**src/rtl/reg_c.sv**
```systemverilog
// Register C: load-enabled holding register for the DDR3 controller datapath.
// Captures dataCin when loadC is high at a rising edge; dataCvalid marks a load since reset.
module reg_c #(
  parameter int                 WIDTH     = 32,
  parameter logic [WIDTH-1:0]   RESET_VAL = {WIDTH{1'b0}}
) (
  input  logic             clk,
  input  logic             rst_n,
  input  logic             loadC,
  input  logic [WIDTH-1:0] dataCin,
  output logic [WIDTH-1:0] dataCout,
  output logic             dataCvalid
);

  logic [WIDTH-1:0] data_r;
  logic             valid_r;
  logic [WIDTH-1:0] data_next_s;
  logic             valid_next_s;

  // Next-state selection: capture on load, otherwise hold.
  always_comb begin
    data_next_s  = data_r;
    valid_next_s = valid_r;
    if (loadC) begin
      data_next_s  = dataCin;
      valid_next_s = 1'b1;
    end else begin
      data_next_s  = data_r;
      valid_next_s = valid_r;
    end
  end

  // State flops with asynchronous active-low reset.
  always_ff @(posedge clk or negedge rst_n) begin
    if (!rst_n) begin
      data_r  <= RESET_VAL;
      valid_r <= 1'b0;
    end else begin
      data_r  <= data_next_s;
      valid_r <= valid_next_s;
    end
  end

  assign dataCout   = data_r;
  assign dataCvalid = valid_r;

endmodule

```
**config.mk**
```make
export PLATFORM = sky130hd
export DESIGN_NAME = reg_c
export DESIGN_NICKNAME = d
export VERILOG_FILES = /design/src/rtl/reg_c.sv
export SDC_FILE = /design/constraint.sdc
export NUM_CORES = 1
export LEC_CHECK = 0
export CAP_MARGIN = 20
export CORE_ASPECT_RATIO = 0.9
export CORE_MARGIN = 1
export CORE_UTILIZATION = 55
export CTS_CLUSTER_DIAMETER = 80
export DETAILED_ROUTE_END_ITERATION = 12
export DONT_BUFFER_PORTS = 1
export PLACE_DENSITY = 0.68
export SLEW_MARGIN = 40
export SYNTH_ARGS = -nofsm -noshare
export SYNTH_HDL_FRONTEND = slang
export SYNTH_SLANG_ARGS = --single-unit
```
**constraint.sdc**
```tcl
create_clock -name clk -period 1 [get_ports clk]
set_input_delay 0.05 -clock clk [delete_from_list [all_inputs] [get_ports clk]]
set_output_delay 0.05 -clock clk [all_outputs]
set_load 0.02 [all_outputs]
```
== Word-level counts from Yosys, hierarchy flattened ==
Index checks and enable logic that the tools add are counted.
Storage, ports and cells
  register bits: 33
  input port bits: 35
  output and inout bits: 33
  logic and storage cells: 2

== Depth between registers and ports, before layout ==
  depth in word-level cells: 0
  depth in mapped cells: 3
  mapped depth without buffers: 1

== Worst setup path before layout ==
OpenSTA, ideal clock, no wires.
  path type: reg2reg
  start: register dataCout[10] (netlist name)
  end: register data_r[10], in the netlist dataCout[10]
  library setup time: 0.125 ns
  arrival time: 0.710 ns
  required time: 0.875 ns
  setup slack: 0.165 ns
  stages on the path, launching flop included: 2
  path buffers: 0
  period minus slack after synthesis: 0.835 ns
  path through: dfrtp_1 mux2_4
RTL lines
  end signal, assigned: line 39  | data_r <= data_next_s;
  end, declared: line 15  | logic [WIDTH-1:0] data_r;

== Final worst setup path ==
  start: register data_r[21], in the netlist dataCout[21]
  end: output port dataCout[21]
RTL lines
  end, declared: line 11  | output logic [WIDTH-1:0] dataCout,
No word-level cell between the ends.

==> impl_summary.log <==
[metrics] status: finished, violations left
[metrics] violations in the final reports: hold timing
[metrics] biggest area contributors in the synthesized netlist: dfrtp_1, mux2_4, buf_12
[metrics] WP data arrival: 920 ps
[metrics] total of fill cells in the finished design: 94
[metrics] biggest cell delay along the critical path: 410 ps
[metrics] CTS Root Buffer Type: clkbuf_4
[metrics] Syn Inst Count: 70
[metrics] most used standard cell by instance count after synthesis: dfrtp_1
[metrics] number of cell rows: 16
[metrics] share of total power in the clock network: 23.9%
[metrics] Diodes inserted: 0
[metrics] launching element type of the critical path: register
[metrics] number of clock sinks: 33
[metrics] final setup margin: 32.3 ps
[metrics] CTS hold repair buffers: 34
[metrics] remaining routing DRC violations: 0
[metrics] Seq/Total Area, Yosys: 60.2%
[metrics] average cell area after synthesis: 19.6 sq um
[metrics] storage element area: 826 sq um
[metrics] area occupied by multi-input gates: 475 sq um
[metrics] ys async rst share: 100%
[metrics] clock period minus final worst setup slack: 968 ps
[metrics] wire length of the first global-routing pass: 4660 um
[metrics] worst slew margin relative to its limit: 88.5%
[metrics] number of enable-type register cells in the synthesized netlist: 0
[metrics] number of nets in the finished design: 180
[metrics] Core ar.: 2260 sq um
[metrics] Cell Chain, Critical Path: buf_4
[metrics] H-tree lvl count: 2
[metrics] Top delay family on crit path: flip-flops
[metrics] post-synthesis cell type with the largest combined area: dfrtp_1
[metrics] ratio of routed vias to standard cells: 4.98
[metrics] Hold/Removal Path Class: primary input to register
[metrics] count of buffer and inverter cells on the critical path: 1
[metrics] Die Span Y: 49.4 um
[metrics] Area growth syn-to-layout: 47.6%
[metrics] distinct cell type count of the synthesized netlist: 6
[metrics] number of maximum-capacitance constraint violations: 0
[metrics] top cells by instance count after synthesis: dfrtp_1, mux2_4, buf_12, mux2_2
[metrics] yosys warns: 0
[metrics] post-synthesis net count: 105
[metrics] average detailed-routed wire length per instance: 18.6 um
[metrics] largest buffer count on any clock path: 2
[metrics] Worst Path Class, Setup: register to output port
[metrics] DRC marker count from the first detailed-route iteration: 10
[metrics] crit path max fanout: 2
[metrics] number of setup violations in the final report: 0
[metrics] Synth Flop Type: dfrtp_1
[metrics] cell area power density: 1510 nW/um^2
[metrics] worst slew pin tran: 173 ps
[metrics] largest net degree at the start of global routing: 34
[metrics] flip-flop and latch count after synthesis: 33
[metrics] via count of the first global-routing pass: 928
[metrics] GRT Overall Usage: 26.3%
[metrics] clock tree from TritonCTS: built
[metrics] share of power burned in registers: 50.5%
[metrics] proportion of netlist area held by the largest area contributor: 60.2%
[metrics] period utilisation layout: 96.8%
[metrics] cell with the largest stage delay on the worst path: dfrtp_1
[metrics] post-synthesis cell area: 1370 sq um
[metrics] number of input and output port buffers inserted: 0
[metrics] Hold Slack: -150 ps
[metrics] number of clock buffers inserted by TritonCTS: 5
[metrics] Layout Skew: 0 ps
[metrics] post-cts resize count: 0
[metrics] antenna-violating nets left: 0
[metrics] die outline area: 2700 sq um
[metrics] Routed Wire Length: 3210 um
[metrics] overall die width: 54.7 um
[metrics] Worst-Skew Late Latency: 320 ps
[metrics] fraction of power spent switching nets: 28.5%
[metrics] overflow left after global routing: 0
[metrics] starting density of the core: 60.7%
[metrics] Leakage: 0.994 nW
[metrics] Highest Clock Rate: 1.03 GHz
[metrics] Comb power frac: 25.6%
[metrics] required arrival time at the worst endpoint: 950 ps
[metrics] Top-Level Pins: 68
[metrics] detailed placer's ending HPWL: 1600 um
[metrics] placer congestion estimate: 0.608
[metrics] post-route core utilization: 89.5%
[metrics] clock-pin slew on the worst setup and hold paths: 110 ps
[metrics] switching power of the nets: 0.872 mW
[metrics] final count of pins violating max slew: 0
[metrics] number of detailed-routing iterations run before antenna repair: 5
[metrics] Hold Fails Final Rpt: 33
[metrics] CP endpoint kind: output port
[metrics] share of post-route cells with drive strength above 1: 54.1%
[metrics] worst voltage drop across the vdd grid: 1.60 mV
[metrics] Setup WS pre-CTS: 216 ps
[metrics] number of vias after detailed routing: 862
[metrics] cell internal power dissipation: 2.19 mW
[metrics] antenna violations before repair: 0
==> power groups by stage <==
stage	logic [mW]	registers (mW)	clock network, mW
after global placement	0.592	1.55	0
final	0.784	1.55	0.732
after floorplan	0.263	1.72	0
after CTS	0.742	1.54	0.751
after detailed placement	0.601	1.56	0
after global routing	0.823	1.56	0.815
==> final cells by class <==
| cell class | instances | share of cell area (%) |
|---|---|---|
| Sequential cell | 33 | 40.8 |
| Timing Repair Buffer | 72 | 31.4 |
| Multi-Input combinational cell | 33 | 23.5 |
| Clock buffer | 5 | 1.85 |
| Tap cell | 27 | 1.67 |
| Clock inverter | 3 | 0.865 |
==> cells in the final DEF (no fill, tap or decap) <==
cell type and n:
buf_12 1, buf_4 38, clkbuf_4 5, clkinv_2 2, clkinvlp_4 1, dfrtp_1 33
dlygate4sd3_1 33, mux2_2 3, mux2_4 29, or2_1 1
==> sequential cells by signal, indices dropped and copies added (netlist names) <==
signal,cells
dataCvalid,1
dataCout,32
==> through the flow <==
step / setup TNS, ps / instance area, sq um / cells / total power [mW]
2_1_floorplan: 0 / 1370 / 70 / 1.98
3_3_place_gp: 0 / 1580 / 126 / 2.15
3_5_place_dp: 0 / 1580 / 126 / 2.16
4_1_cts: 0 / 1990 / 168 / 3.03
5_1_grt: -14.0 / 2030 / 173 / 3.19
6_report: 0 / 2030 / 173 / 3.06
==> cell families (layout without fill, tap and decap cells) <==
family        count (synthesis)  count (layout)  synth area share, %
buf+inv                       4              80                 5.20
flops                        33              33                 60.2
mux                          32              32                 34.2
simple gates                  1               1                0.456
==> layer usage <==
metal | up-vias | part of all wire, % | GRT usage [%]
met2 | 45 | 53 | 45.2
met5 | - | 0 | 0
met4 | 0 | 1.3 | 8.97
li1 | 391 | - | -
met1 | 421 | 37 | 28.6
met3 | 5 | 8.1 | 9.66
==> timing repair <==
item,4_1_cts,5_1_grt
setup endpoints to repair,0,5
hold endpoints to repair,66,33
buffers inserted,0,5
==> worst paths after layout <==
check                                                end                      from  depth (start not counted)  slack [ps]
worst max-delay path                        dataCout[21]  dataCout[21]$_DFFE_PN0P_                          1          30
worst min-delay path              dataCvalid$_DFFE_PN0P_                     loadC                          1        -150
worst max register to register  dataCout[30]$_DFFE_PN0P_  dataCout[30]$_DFFE_PN0P_                          2          90
worst min register to register  dataCout[13]$_DFFE_PN0P_  dataCout[13]$_DFFE_PN0P_                          1         520
max in group asynchronous        dataCout[0]$_DFFE_PN0P_                     rst_n                          2         680
min in group asynchronous       dataCout[10]$_DFFE_PN0P_                     rst_n                          2         140
Note: power is estimated with default switching activity, not from simulation.
